--- src/rtl/ps2_input_port.sv ---
// PS/2 device-to-host receiver with a byte FIFO, read by a kcpsm3 CPU
// through INPUT instructions (status port and data port).
module ps2_input_port #(
    parameter logic [7:0] STATUS_PORT     = 8'h81,
    parameter logic [7:0] DATA_PORT       = 8'h82,
    parameter int         FIFO_DEPTH_LOG2 = 3,
    parameter int         TIMEOUT_CYCLES  = 50000
) (
    input  logic       clk,
    input  logic       reset,
    input  logic       ps2Clk,
    input  logic       ps2Data,
    input  logic [7:0] cpuPortId,
    input  logic       cpuReadStrobe,
    output logic [7:0] cpuReadData
);

    // state    | meaning
    // S_IDLE   | waiting for a start bit (falling edge with data low)
    // S_RECV   | shifting in 8 data bits, LSB first
    // S_PARITY | capturing the odd-parity bit
    // S_STOP   | checking the stop bit, pushing the byte if the frame is good
    typedef enum logic [1:0] {S_IDLE, S_RECV, S_PARITY, S_STOP} state_t;

    localparam int DEPTH = 1 << FIFO_DEPTH_LOG2;
    localparam int CW    = FIFO_DEPTH_LOG2 + 1;
    localparam int TW    = $clog2(TIMEOUT_CYCLES + 1);

    logic              clk_s1_q, clk_s2_q, clk_prev_q;
    logic              dat_s1_q, dat_s2_q;
    logic              fall;
    logic              bit_in;

    state_t            state_q;
    logic [3:0]        bitcnt_q;
    logic [7:0]        shift_q;
    logic              parity_q;
    logic [TW-1:0]     tmo_q;
    logic              tmo_expire;
    logic              frame_ok;
    logic              push;
    logic              ferr_set;

    logic [7:0]                 mem_q [DEPTH];
    logic [FIFO_DEPTH_LOG2-1:0] wptr_q, rptr_q;
    logic [CW-1:0]              count_q, count_d;
    logic                       full, not_empty;
    logic                       pop, push_ok, ovf_set, stat_clr;
    logic                       ovf_q, ferr_q;
    logic [7:0]                 status;
    logic [7:0]                 rd_data_d, rd_data_q;

    // Two-flop synchronizers; the extra clock flop gives the previous value for edge detect.
    always_ff @(posedge clk or negedge reset) begin
        if (!reset) begin
            clk_s1_q   <= 1'b1;
            clk_s2_q   <= 1'b1;
            clk_prev_q <= 1'b1;
            dat_s1_q   <= 1'b1;
            dat_s2_q   <= 1'b1;
        end else begin
            clk_s1_q   <= ps2Clk;
            clk_s2_q   <= clk_s1_q;
            clk_prev_q <= clk_s2_q;
            dat_s1_q   <= ps2Data;
            dat_s2_q   <= dat_s1_q;
        end
    end

    assign fall   = clk_prev_q & ~clk_s2_q;
    assign bit_in = dat_s2_q;

    // A falling edge reloads the timeout, so expiry only fires on a genuinely idle line.
    assign tmo_expire = (state_q != S_IDLE) && !fall && (tmo_q == TW'(1));
    assign frame_ok   = bit_in & (^{shift_q, parity_q});
    assign push       = (state_q == S_STOP) && fall && frame_ok;
    assign ferr_set   = ((state_q == S_STOP) && fall && !frame_ok) || tmo_expire;

    // Frame receiver FSM with its bit counter and inactivity timer.
    always_ff @(posedge clk or negedge reset) begin
        if (!reset) begin
            state_q  <= S_IDLE;
            bitcnt_q <= 4'd0;
            shift_q  <= 8'h00;
            parity_q <= 1'b0;
            tmo_q    <= '0;
        end else if (tmo_expire) begin
            state_q <= S_IDLE;
            tmo_q   <= '0;
        end else begin
            if (state_q == S_IDLE) begin
                tmo_q <= fall && !bit_in ? TW'(TIMEOUT_CYCLES) : '0;
            end else begin
                tmo_q <= fall ? TW'(TIMEOUT_CYCLES) : tmo_q - TW'(1);
            end
            case (state_q)
                S_IDLE: begin
                    if (fall && !bit_in) begin
                        state_q  <= S_RECV;
                        bitcnt_q <= 4'd0;
                    end
                end
                S_RECV: begin
                    if (fall) begin
                        shift_q  <= {bit_in, shift_q[7:1]};
                        bitcnt_q <= bitcnt_q + 4'd1;
                        if (bitcnt_q == 4'd7) state_q <= S_PARITY;
                    end
                end
                S_PARITY: begin
                    if (fall) begin
                        parity_q <= bit_in;
                        state_q  <= S_STOP;
                    end
                end
                S_STOP: begin
                    if (fall) state_q <= S_IDLE;
                end
                default: state_q <= S_IDLE;
            endcase
        end
    end

    assign not_empty = (count_q != '0);
    assign full      = (count_q == CW'(DEPTH));
    assign pop       = cpuReadStrobe && (cpuPortId == DATA_PORT) && not_empty;
    // A same-cycle pop frees a slot, so a push into a full FIFO is still accepted.
    assign push_ok   = push && (!full || pop);
    assign ovf_set   = push && !push_ok;
    assign stat_clr  = cpuReadStrobe && (cpuPortId == STATUS_PORT);

    // FIFO storage; contents need no reset since count gates every read.
    always_ff @(posedge clk) begin
        if (push_ok) mem_q[wptr_q] <= shift_q;
    end

    // Next occupancy from the push/pop pair.
    always_comb begin
        count_d = count_q;
        case ({push_ok, pop})
            2'b10:   count_d = count_q + CW'(1);
            2'b01:   count_d = count_q - CW'(1);
            default: count_d = count_q;
        endcase
    end

    // FIFO pointers, occupancy and sticky error bits (a set beats a clear).
    always_ff @(posedge clk or negedge reset) begin
        if (!reset) begin
            wptr_q  <= '0;
            rptr_q  <= '0;
            count_q <= '0;
            ovf_q   <= 1'b0;
            ferr_q  <= 1'b0;
        end else begin
            if (push_ok) wptr_q <= wptr_q + 1'b1;
            if (pop)     rptr_q <= rptr_q + 1'b1;
            count_q <= count_d;
            ovf_q   <= ovf_set  ? 1'b1 : (stat_clr ? 1'b0 : ovf_q);
            ferr_q  <= ferr_set ? 1'b1 : (stat_clr ? 1'b0 : ferr_q);
        end
    end

    assign status = {4'(count_q), ferr_q, ovf_q, full, not_empty};

    // Read mux selection for the next registered in_port value.
    always_comb begin
        rd_data_d = 8'h00;
        if (cpuPortId == STATUS_PORT) begin
            rd_data_d = status;
        end else if (cpuPortId == DATA_PORT && not_empty) begin
            rd_data_d = mem_q[rptr_q];
        end
    end

    // Registered in_port so data is stable for the whole strobe cycle.
    always_ff @(posedge clk or negedge reset) begin
        if (!reset) rd_data_q <= 8'h00;
        else        rd_data_q <= rd_data_d;
    end

    assign cpuReadData = rd_data_q;

endmodule

--- config.mk ---
export PLATFORM = sky130hd
export DESIGN_NAME = ps2_input_port
export DESIGN_NICKNAME = d
export VERILOG_FILES = /design/src/rtl/ps2_input_port.sv
export SDC_FILE = /design/constraint.sdc
export NUM_CORES = 1
export LEC_CHECK = 0
export BUFFER_PORTS_ARGS = -buffer_cell sky130_fd_sc_hd__buf_2
export CORE_MARGIN = 10
export CORE_UTILIZATION = 56
export CTS_CLUSTER_DIAMETER = 80
export DETAILED_ROUTE_END_ITERATION = 10
export PLACE_DENSITY = 0.73
export SETUP_SLACK_MARGIN = 0.3
export SKIP_LAST_GASP = 1
export SYNTH_ARGS = -nofsm -noshare
export SYNTH_HDL_FRONTEND = slang
export SYNTH_SLANG_ARGS = --single-unit
--- constraint.sdc ---
create_clock -name clk -period 3.5 [get_ports clk]
set_clock_uncertainty 0.05 [all_clocks]
set_input_delay 0.175 -clock clk [delete_from_list [all_inputs] [get_ports clk]]
set_output_delay 0.175 -clock clk [all_outputs]
set_load 0.005 [all_outputs]
Yosys cells after proc, flatten, opt, wreduce, memory -nomap -nowiden
Memories as Yosys holds them, arrays and structs flattened.
Cells that the tools add are included.
Cells by class
  add/subtract/negate cells: 6
  equality and inequality tests: 17
  multiplexer cells: 22
  bitwise logic cells: 4
  reduce and logical (&&, ||, !) cells: 31
Operators with widths (count)
  2-to-1 mux 16 bit: 4
  == test 16 x 1 -> 1 bit (second input constant): 1
  == test 8 bit (second input constant): 2
  2-to-1 mux 8 bit: 2
  one-hot mux 4 bit (2 select lines): 2
  subtractor 16 x 1 -> 16 bit (second input constant): 1
  logical AND 1 bit: 12
  2-to-1 mux 2 bit: 6
  inequality test 3 bit (second input constant): 4
  nonzero test 2 bit: 5
  parity 9 bit: 1
  adder 4 x 1 -> 4 bit (second input constant): 2
  2-to-1 mux 4 bit: 2
  one-hot mux 2 bit (4 select lines): 1
  adder 3 x 1 -> 3 bit (second input constant): 2
  == test 2 bit (second input constant): 3
  AND reduction 3 bit: 2
  zero test 1 bit: 5
  2-to-1 mux 1 bit: 5
  AND reduction 5 bit: 1
  == test 2 x 1 -> 1 bit (second input constant): 2
  == test 4 x 3 -> 1 bit (second input constant): 1
  == test 4 bit (second input constant): 1
  AND reduction 4 bit: 1
  9 further kinds: 12
Word-level totals
  register bits after elaboration: 56
  bits in writable memories: 64
  input bits: 13
  output and inout port bits: 8
  logic and storage cells: 97
  memories kept: 1
Memories
  mem_q: depth 8, bits a word 8, rd ports 1, clocked after memory_dff 0, write ports 1, RTL line 44  | logic [7:0] mem_q [DEPTH];

Depth between registers and ports, before layout
Gate-level depths: netlist of run 1.
  depth after elaboration: 8
  gate-level depth with buffers: 12
  gate-level depth less buffers: 12

Least setup slack after synthesis of run 1
No wires, ideal clock.
  path kind: reg2reg
  from: register shift_q[1]
  to: register count_q[3]
  library setup time: 0.124 ns
  data arrival time: 2.682 ns
  required time: 3.326 ns
  slack: 0.643 ns
  cell stages (with the launch flop): 12
  path buffers: 0
  clock period less this slack: 2.857 ns
  cell sequence: dfrtp_1 -> xor2_1 -> xnor3_2 -> mux2i_4 -> or2_2 -> inv_1 -> ha_1 -> a21o_1 -> a21oi_1 -> a211oi_1 -> mux2_2 -> xor2_1
On the way
  longest elaborated chain between the ends: 6
RTL lines
  from (decl): RTL line 36  | logic [7:0] shift_q;
  from (signal assigned): RTL line 105  | shift_q <= {bit_in, shift_q[7:1]};
  parity 9 bit *: RTL line 75  | assign frame_ok = bit_in & (^{shift_q, parity_q});
  bitwise AND 1 bit *: RTL line 75
  logical AND 1 bit *: RTL line 76  | assign push = (state_q == S_STOP) && fall && frame_ok;
  logical AND 1 bit *: RTL line 128  | assign push_ok = push && (!full || pop);
  == test 2 x 1 -> 1 bit / == test 2 bit (equally long branches): RTL line 140  | case ({push_ok, pop})
  one-hot mux 4 bit (2 select lines) / nonzero test 2 bit (equally long branches)
  to (signal assigned): RTL line 158  | count_q <= count_d;
  to (decl): RTL line 46  | logic [CW-1:0] count_q, count_d;
Mark *: on every way between the ends. The rest lies on a longest branch, timed or not.
A chain may end at the register's enable or synchronous reset.

Final worst setup path of run 1
Same ends and word-level chain as after synthesis.

==> qor.csv, run 1 <==
stage,metric,value,unit
status,status,"complete, no violations",
setup_path,critical path's largest stage delay,0.50,ns
floorplanning,die area,13610,um^2
clock_tree,clk buf depth,2,
hold_path,worst hold path type,in2reg,
detailed_routing,routed via count,3131,
setup_path,"Max stage delay cell, worst path",xnor3_2,
final_layout,area grow syn2layout,17.88,%
setup_path,"Top cell by count, worst path",xor2_1,
detailed_routing,DR vias/cell,5.896,
yosys,"Warnings, synthesis",0,
power,Seq pwr share,42.6,%
final_layout,Layout Nets,433,
final_layout,number of diodes,0,
yosys,register area share after synthesis,63.61,%
setup_path,WS Path Type,reg2reg,
yosys,synthesized area,5234,um^2
detailed_routing,met2 routed WL,5172,um
timing,number of failing hold endpoints at the final stage,0,
setup_path,endpoint type of the worst setup path,flip-flop,
yosys,Avg Inst Size Synth,14.54,um^2
grt,antenna violations before repair,0,
detailed_routing,post-route ant nets,0,
setup_path,crit-path cells,"xor2_1, xnor3_2, mux2i_4, or2_2, inv_1, ha_1, a21o_1, a21oi_2, a211oi_1, mux2_2, xor2_1",
yosys,Syn Inst Count,360,
grt,GR Overflow Total,0,
setup_path,type of origin of the critical path,flip-flop,
final_layout,Reg area,3332,um^2
setup_path,"Req. time, crit path",3.85,ns
yosys,Area contributors post-synth,"edfxtp_1 37%, dfrtp_1 24%, mux4_2 6.9%",
yosys,post-synth top area share,36.72,%
power,Sw Pwr,1457,uW
place,dpl cell area,5529,um^2
floorplanning,io pins,21,
yosys,synthesis-stage register bit count,120,
grt,GRT Total Usage,16.62,%
clock_tree,setup bufs post-CTS,0,
yosys,"EDFF count, synth",64,
detailed_routing,detailed-route DRC error count,0,
yosys,Yosys cell types,51,
floorplanning,Initial Utilization,57.18,%
yosys,Synth area leader,edfxtp_1,
place,GP Congestion,0.8178,
detailed_routing,first-pass detailed-route iteration total,5,
floorplanning,core area,9153,um^2
setup_path,CP arrival,3.38,ns
floorplanning,Die X,116.7,um
power,PD cells,769.7,nW/um^2
timing,Setup TNS Final,0,ns
detailed_routing,DRT iter0 DRCs,347,
final_layout,share of post-route cells with drive strength above 1,25.24,%
power,combinational power share,21.5,%
yosys,ys async rst share,46.67,%
grt,largest net degree at the start of global routing,32,
power,leak pwr,0.002407,uW
clock_tree,CTS sink cnt,120,
timing,RSZ-0062 raised after global routing,no,
power,Sw Ratio,30.67,%
timing,Fmax,329.2,MHz
grt,first-pass GRT wire length,16990,um
timing,Final period util,86.79,%
final_layout,design area,6170,um^2
detailed_routing,met1 wire length,4520,um
timing,Final setup viols,0,
timing,Worst Max-Slew Pin Slew,0.7997,ns
final_layout,Fill cells,608,
yosys,Synthesized Nets,386,
power,internal power,3292,uW
detailed_routing,drt total wl,10500,um
setup_path,worst-path fanout max,11,
floorplanning,row cnt,35,
clock_tree,CTS H-tree depth,4,
timing,Worst slew margin,46.69,%
final_layout,area of the multi-input gates,1837,um^2
yosys,prevailing post-synth register cell,edfxtp_1,
timing,max-slew violation count,0,
place,port bufs,20,
grt,vias in the first global route,3245,
power,Clk network pwr share,36.0,%
clock_tree,worst-skew pair later-pin latency,0.51,ns
detailed_routing,Max Used Layer,met4,
clock_tree,"CTS clk-pin slew, worst paths",0.06,ns
detailed_routing,metal3 WL,651,um
clock_tree,CTS tree,done,
flow_run,max_cap viols,0,
clock_tree,CTS root buffer,clkbuf_8,
floorplanning,die height,116.7,um
place,Final HPWL DP,6506,um
detailed_routing,post-DR wirelength/cell,19.77,um
clock_tree,total CTS buffers,17,
timing,post-route minimum period,3.038,ns
power,"IR drop worst, VDD",0.3728,mV
-- cell type report --
type | instances | area share [%]
clock buffer | 18 | 6.936
clock inverter | 14 | 2.576
inverter | 12 | 0.7301
multi-input combinational | 220 | 29.77
sequential | 120 | 54.01
tap | 111 | 2.251
timing repair buffer | 36 | 3.731
-- synth_stat cells, types with 2 or more instances --
| cell type | number |
|---|---|
| nor2_1 | 24 |
| nand3b_1 | 2 |
| clkbuf_1 | 4 |
| mux2i_1 | 10 |
| nand3_1 | 8 |
| mux2_2 | 13 |
| dfstp_2 | 5 |
| and2_1 | 2 |
| or4_1 | 3 |
| o32ai_1 | 2 |
| dfrtp_1 | 51 |
| nor2b_1 | 2 |
| ha_1 | 12 |
| mux4_2 | 16 |
| nor4_1 | 6 |
| o22ai_1 | 3 |
| edfxtp_1 | 64 |
| nor3b_1 | 2 |
| inv_1 | 12 |
| nand2b_1 | 6 |
| nor3_1 | 10 |
| o21ai_0 | 11 |
| buf_2 | 3 |
| xnor2_1 | 16 |
| nand2_1 | 23 |
| a21oi_1 | 14 |
| xor2_1 | 8 |
| nor4b_1 | 2 |
| a21o_1 | 2 |
| nand4b_1 | 2 |
| nand4_1 | 2 |
-- kinds of logic after synthesis --
kind of cell	share of synthesized area, %
AO/OA/AOI/OAI	4.519
XOR/XNOR	4.925
adder cells (fa/ha/maj)	3.251
buffers and inverters	1.506
flip-flops	63.61
multiplexers	12.02
AND/OR/NAND/NOR	10.16
-- worst paths after layout --
| check | startpoint | endpoint | slack (ns) | depth (start not counted) |
|---|---|---|---|---|
| max | shift_q[1] | count_q[3] | 0.46 | 11 |
| min | cpuPortId[3] | rptr_q[0] | 0.04 | 4 |
| max reg2reg | shift_q[1] | count_q[3] | 0.46 | 11 |
| min reg2reg | dat_s1_q | bit_in | 0.30 | 0 |
| max in group asynchronous | reset | state_q[1] | 2.38 | 3 |
| min in group asynchronous | reset | rptr_q[0] | 0.18 | 2 |
-- flip-flops by register name, summed over array words and instances, names as in the netlist --
register / cells
dat_s1_q: 1
ferr_q: 1
bit_in: 1
clk_s2_q: 1
tmo_q: 16
wptr_q: 3
bitcnt_q: 4
clk_prev_q: 1
rptr_q: 3
state_q: 2
shift_q: 8
count_q: 4
ovf_q: 1
cpuReadData: 8
parity_q: 1
clk_s1_q: 1
mem_q: 64
-- per-layer routing --
metal	GRT usage, %	vias up
li1	-	1450
met1	21.51	1577
met2	26.21	84
met3	4.674	20
met4	6.178	0
met5	0	-
-- what timing repair did --
action | in CTS | in global routing
hold buffers | 4 | 0
gates resized for setup | 0 | 4
hold endpoints to repair | 24 | 0
endpoints found under the setup margin | 0 | 1
-- through the flow --
| stage | instances | power (uW) | hold slack [ns] | util [%] | worst slack, ns |
|---|---|---|---|---|---|
| 2_1_floorplan | 360 | 2758 | -0.1706 | - | 0.6433 |
| 3_3_place_gp | 495 | 2971 | 0.1790 | 60.41 | 0.5498 |
| 3_5_place_dp | 495 | 3019 | 0.1845 | 60.41 | 0.4016 |
| 4_1_cts | 531 | 4763 | 0.03624 | 67.26 | 0.3568 |
| 5_1_grt | 531 | 4974 | 0.04659 | 67.41 | 0.3378 |
| 6_report | 531 | 4749 | 0.04274 | 67.41 | 0.4625 |
-- cells in the final DEF, fill, tap and decap left out, types with 6 or more instances in the layout --
cell | synthesis | routed
mux2_2 | 13 | 13
mux2i_1 | 10 | 10
xor2_1 | 8 | 8
nor4_1 | 6 | 6
edfxtp_1 | 64 | 64
o21ai_0 | 11 | 11
buf_2 | 3 | 20
nand2b_1 | 6 | 6
mux4_2 | 16 | 16
clkbuf_16 | 0 | 16
ha_1 | 12 | 12
inv_1 | 12 | 12
nand2_1 | 23 | 23
dfrtp_1 | 51 | 49
inv_6 | 0 | 6
buf_4 | 0 | 12
nor3_1 | 10 | 10
xnor2_1 | 16 | 15
nor2_1 | 24 | 24
a21oi_1 | 14 | 13
nand3_1 | 8 | 8
-- power by group through the flow --
stage	clock, uW	sequential [uW]	combinational (uW)
floorplan	0	1950	804
global placement	0	2010	958
detailed placement	0	2030	990
CTS	1730	2010	1020
global route	1790	2060	1120
finish	1710	2020	1020
-- worst max-delay path, delay by kind of cell (launching register included) --
family	cells	cell delay, ns
compound gates	3	0.40
xor+xnor	3	0.83
fa+ha+maj	1	0.23
buf+inv	1	0.10
flops	1	0.48
mux	2	0.50
simple gates	1	0.33
(Power assumes the default switching activity.)
==> run 2, diff against run 1 <==
- PLACE_DENSITY: 0.73 -> default
- PLACE_DENSITY_LB_ADDON: default -> 0.3
- clock period: 3.5 -> 2.95 ns (I/O delays scaled with it)
==> run 2 against run 1 <==
Effect of this change: via count rose by 2.1%; largest cell class unchanged; worst setup slack got worse by 0.23 ns; clock power increased by 18%; highest routed layer unchanged.
==> qor.csv, run 2 (synthesized netlist as in run 1, its figures left out) <==
stage,metric,value,unit
detailed_routing,detailed-route DRC error count,0,
status,status,"complete, no violations",
timing,Setup TNS Final,0,ns
detailed_routing,DR vias/cell,5.855,
detailed_routing,drt total wl,10850,um
floorplanning,io pins,21,
place,dpl cell area,5607,um^2
final_layout,share of post-route cells with drive strength above 1,27.82,%
floorplanning,Initial Utilization,57.18,%
setup_path,critical path's largest stage delay,0.48,ns
final_layout,"commonest non-fill, non-tap cell in the layout",edfxtp_1,
flow_run,max_cap viols,0,
clock_tree,clk buf depth,2,
setup_path,WS Path Type,reg2reg,
clock_tree,CTS root buffer,clkbuf_8,
setup_path,worst-path fanout max,4,
timing,Worst slew margin,44.07,%
grt,largest net degree at the start of global routing,28,
timing,Final period util,92.07,%
detailed_routing,post-route ant nets,0,
grt,first-pass GRT wire length,17190,um
final_layout,"Most flops, register",mem_q,
power,leak pwr,0.002475,uW
final_layout,number of flip-flops under the largest register name,64,
floorplanning,die height,116.7,um
detailed_routing,first-pass detailed-route iteration total,4,
final_layout,number of diodes,0,
floorplanning,row cnt,35,
clock_tree,total CTS buffers,17,
timing,post-route minimum period,2.716,ns
final_layout,most frequent cells in the layout,"64 x edfxtp_1, 49 x dfrtp_1, 25 x buf_4, 24 x nor2_1, 23 x nand2_1",
setup_path,R2R Setup Slk,0.23,ns
setup_path,reg2reg path depth,11,
hold_path,Hold Path Origin,cpuPortId[2],
setup_path,worst reg2reg endpoint,count_q[3],
timing,number of failing hold endpoints at the final stage,0,
grt,GRT Total Usage,17.12,%
detailed_routing,DRT iter0 DRCs,262,
final_layout,Layout Nets,448,
setup_path,endpoint type of the worst setup path,flip-flop,
place,port bufs,20,
detailed_routing,post-DR wirelength/cell,19.87,um
hold_path,WHS Endpoint,rptr_q[0],
clock_tree,CTS tree,done,
hold_path,worst hold path type,in2reg,
grt,GR Overflow Total,0,
final_layout,Largest regs,"mem_q: 64 flops, tmo_q: 16 flops",
setup_path,crit-path cells,"xnor2_2, xnor3_2, mux2i_4, or2_4, inv_4, ha_4, a21o_1, a21oi_2, a211oi_1, mux2_4, xor2_1",
hold_path,worst hold path depth,4,
setup_path,"Req. time, crit path",3.30,ns
timing,RSZ-0062 raised after global routing,yes,
detailed_routing,routed via count,3197,
floorplanning,Die X,116.7,um
place,GP Congestion,0.7926,
final_layout,area grow syn2layout,20.42,%
setup_path,CP arrival,3.07,ns
grt,antenna violations before repair,0,
floorplanning,die area,13610,um^2
timing,Fmax,368.2,MHz
clock_tree,CTS H-tree depth,4,
final_layout,fin cells,546,
clock_tree,CTS sink cnt,120,
setup_path,"Max stage delay cell, worst path",xnor3_2,
place,Final HPWL DP,6748,um
final_layout,design area,6302,um^2
timing,Final setup viols,0,
clock_tree,worst-skew pair later-pin latency,0.52,ns
timing,Worst Max-Slew Pin Slew,0.8389,ns
power,"IR drop worst, VDD",0.5197,mV
grt,vias in the first global route,3316,
floorplanning,core area,9153,um^2
power,PD cells,915.6,nW/um^2
setup_path,type of origin of the critical path,flip-flop,
timing,max-slew violation count,0,
final_layout,Final Util,68.86,%
setup_path,worst r2r src,shift_q[6],
place,placed insts,502,
clock_tree,"CTS clk-pin slew, worst paths",0.06,ns
[run 2: layout make-up]
cell class | count | area [um^2]
Multi-Input combinational cell | 220 | 1856
Timing Repair Buffer | 51 | 347.8
Clock inverter | 15 | 166.4
Fill cell | 597 | 2850
Sequential cell | 120 | 3332
Tap cell | 111 | 138.9
Inverter | 12 | 47.55
Clock buffer | 17 | 414.1
[run 2: worst max path at each step]
| stage | from | endpoint | slack (ns) | depth (start not counted) |
|---|---|---|---|---|
| 4_1_cts | shift_q[4] | count_q[3] | 0.24 | 11 |
| 3_3_place_gp | shift_q[6] | count_q[3] | 0.23 | 11 |
| 5_1_grt | shift_q[6] | count_q[3] | 0.16 | 11 |
| 6_report | shift_q[6] | count_q[3] | 0.23 | 11 |
| 3_5_place_dp | shift_q[6] | count_q[3] | 0.19 | 11 |
| 2_1_floorplan | shift_q[2] | count_q[3] | 0.20 | 11 |
[run 2: stage by stage]
stage                     setup WS (ns)  hold WS (ns)  total power (uW)
after floorplan                  0.1991       -0.1981              3290
after detailed placement         0.1886        0.1569              3643
after CTS                        0.2421       0.01440              5758
final                            0.2339       0.04088              5770
after global placement           0.2346        0.1544              3582
after global routing             0.1637       0.06595              6050
[run 2: critical path, delay by kind of cell, from the launching register on]
family,cells,cell delay [ns]
xor gates and xnor gates,3,0.78
muxes,2,0.48
DFF,1,0.44
AOI/OAI and AO/OA,3,0.35
and+or+nand+nor,1,0.26
adders and majority gates,1,0.19
buffers and inverters,1,0.07
[run 2: what timing repair did]
action / CTS / global route
pin swaps: 2 / 1
buffers inserted: 2 / 4
endpoints found under the setup margin: 1 / 1
gates resized for setup: 1 / 1
endpoints found under the hold margin: 31 / 0
hold buffers: 6 / 0
[run 2: report_power, final]
part           internal (uW)  total (uW)  switching [uW]
logic                    710        1440             729
registers               2080        2320             238
clock network           1220        2010             796
total                   4010        5770            1760
[run 2: routing by layer]
metal	global-route usage (%)	up-vias	share of wire, %
met3	5.752	13	6.1
met2	28.21	83	49
met1	20.44	1629	43
li1	-	1472	-
met4	6.507	0	1.3
met5	0	-	0
==> run 3, diff against run 2 <==
- SETUP_SLACK_MARGIN: 0.3 -> 0.1
==> run 3 against run 2 <==
Effect of this change: routed wire length shrank 2.1%; via count down 1.1%; first-iteration DRC count decreased by 4.6%; worst hold slack got worse by 0.028 ns; non-clock buffer count shrank 2; clock power decreased by 4%; worst setup slack got worse by 0.0019 ns; critical path depth is the same; cell count fell by 0.37%; die area did not move; combinational power is essentially flat; register-to-register slack barely moved; critical endpoint unchanged; largest power group unchanged.
==> qor.csv, run 3 (synthesized netlist as in run 1, its figures left out) <==
stage,metric,value,unit
final_layout,"commonest non-fill, non-tap cell in the layout",edfxtp_1,
grt,antenna violations before repair,0,
clock_tree,CTS H-tree depth,4,
setup_path,"Buf+Inv Stages, Crit Path",1,
place,Setup WS pre-CTS,0.05344,ns
setup_path,endpoint type of the worst setup path,flip-flop,
final_layout,Reg area,3332,um^2
setup_path,crit-path cells,"xnor2_1, xnor3_2, mux2i_4, or2_4, inv_2, ha_1, a21o_1, a21oi_2, a211oi_1, mux2_4, xor2_1",
setup_path,worst reg2reg endpoint,count_q[3],
grt,largest net degree at the start of global routing,49,
power,"IR drop worst, VDD",0.4454,mV
floorplanning,Die X,116.7,um
detailed_routing,post-route ant nets,0,
clock_tree,worst-skew pair later-pin latency,0.53,ns
final_layout,number of diodes,0,
final_layout,share of post-route cells with drive strength above 1,26.79,%
clock_tree,CTS root buffer,clkbuf_8,
setup_path,worst-path fanout max,2,
clock_tree,CTS tree,done,
power,leak pwr,0.002449,uW
setup_path,Top delay family on crit path,XOR/XNOR gates,
final_layout,Final Util,68.22,%
timing,number of failing hold endpoints at the final stage,0,
setup_path,reg2reg path depth,11,
place,placed insts,504,
timing,RSZ-0062 raised after global routing,no,
final_layout,fin cells,544,
timing,Worst Max-Slew Pin Slew,0.8354,ns
detailed_routing,drt total wl,10620,um
place,GP Congestion,0.8052,
final_layout,most frequent cells in the layout,"64 x edfxtp_1, 49 x dfrtp_1, 24 x nor2_1, 23 x nand2_1, 23 x buf_4",
place,Final HPWL DP,6642,um
setup_path,critical path's largest stage delay,0.48,ns
floorplanning,die height,116.7,um
setup_path,Worst Setup SP,shift_q[6],
timing,worst hold slack,0.01290,ns
floorplanning,core area,9153,um^2
timing,worst setup slack after layout,0.2320,ns
floorplanning,Initial Utilization,57.18,%
timing,Setup TNS Final,0,ns
status,status,"complete, no violations",
grt,GRT Total Usage,17.16,%
detailed_routing,detailed-route DRC error count,0,
clock_tree,clk buf depth,2,
setup_path,CP arrival,3.07,ns
final_layout,number of flip-flops under the largest register name,64,
timing,Final period util,92.14,%
floorplanning,row cnt,35,
final_layout,area grow syn2layout,19.29,%
final_layout,Layout Nets,446,
timing,Fmax,367.9,MHz
setup_path,CP Depth,11,
final_layout,Fill cells,589,
setup_path,Worst setup endpoint,count_q[3],
timing,Worst slew margin,44.31,%
power,PD cells,907.1,nW/um^2
setup_path,type of origin of the critical path,flip-flop,
setup_path,"Max stage delay cell, worst path",xnor3_2,
setup_path,R2R Setup Slk,0.23,ns
final_layout,"Most flops, register",mem_q,
grt,GR Overflow Total,0,
floorplanning,die area,13610,um^2
final_layout,area of the multi-input gates,1836,um^2
detailed_routing,first-pass detailed-route iteration total,5,
grt,vias in the first global route,3302,
timing,max-slew violation count,0,
grt,first-pass GRT wire length,17380,um
place,port bufs,20,
clock_tree,"CTS clk-pin slew, worst paths",0.06,ns
detailed_routing,routed via count,3162,
timing,Final setup viols,0,
detailed_routing,DRT iter0 DRCs,250,
setup_path,"Req. time, crit path",3.30,ns
setup_path,worst r2r src,shift_q[6],
final_layout,Largest regs,"mem_q: 64 flops, tmo_q: 16 flops",
detailed_routing,post-DR wirelength/cell,19.52,um
hold_path,worst hold path type,in2reg,
flow_run,max_cap viols,0,
setup_path,WS Path Type,reg2reg,
clock_tree,CTS sink cnt,120,
clock_tree,total CTS buffers,17,
timing,post-route minimum period,2.718,ns
detailed_routing,DR vias/cell,5.813,
floorplanning,io pins,21,
run 3: worst register-to-register path: cells and delay by family (launching register included):
family                   cells  cell delay (ns)
AO/OA/AOI/OAI                3             0.36
XOR/XNOR                     3             0.78
adder cells (fa/ha/maj)      1             0.22
buffers and inverters        1             0.06
flip-flops                   1             0.39
multiplexers                 2             0.47
AND/OR/NAND/NOR              1             0.26
run 3: how the worst min path moves through the flow:
stage                      start        endpoint  slack, ns  cells after the start
global route        cpuPortId[0]  cpuReadData[4]       0.04                      3
global placement           reset  cpuReadData[4]      -0.06                      1
detailed placement         reset       rptr_q[0]      -0.05                      1
finish              cpuPortId[0]  cpuReadData[5]       0.01                      3
floorplan                  reset     bitcnt_q[0]      -0.20                      0
CTS                 cpuPortId[0]  cpuReadData[5]     0.0006                      3
run 3: cell type report:
type / count / area share [%]
inverter: 12 / 0.7214
clock inverter: 15 / 2.325
timing repair buffer: 49 / 5.331
clock buffer: 17 / 6.633
sequential: 120 / 53.37
multi-input combinational: 220 / 29.40
tap: 111 / 2.224
run 3: through the flow:
step | power [uW] | cell area [um^2]
after floorplan | 3274 | 5235
after global placement | 3566 | 5598
after detailed placement | 3639 | 5598
after CTS | 5639 | 6231
after global routing | 5970 | 6243
final | 5663 | 6243
run 3: repair_timing:
action | CTS | global route
pin swaps | 2 | 4
setup buffers | 1 | 1
resized for setup | 3 | 2
endpoints found under the setup margin | 1 | 1
endpoints found under the hold margin | 56 | 0
hold buffers | 6 | 0
run 3: routing by layer:
metal / track usage (%) / part of all wire, % / vias to the layer above
li1: - / - / 1473
met5: 0 / 0 / -
met3: 5.342 / 6.2 / 26
met4: 9.143 / 3.1 / 0
met1: 21.54 / 43 / 1575
met2: 26.17 / 48 / 88
run 3: where the power goes:
part           total (uW)  switching, uW  internal [uW]  leakage, uW
clock network        1930            793           1130     0.000267
registers            2310            231           2080      0.00128
logic                1430            721            704     0.000898
total                5660           1750           3920      0.00245
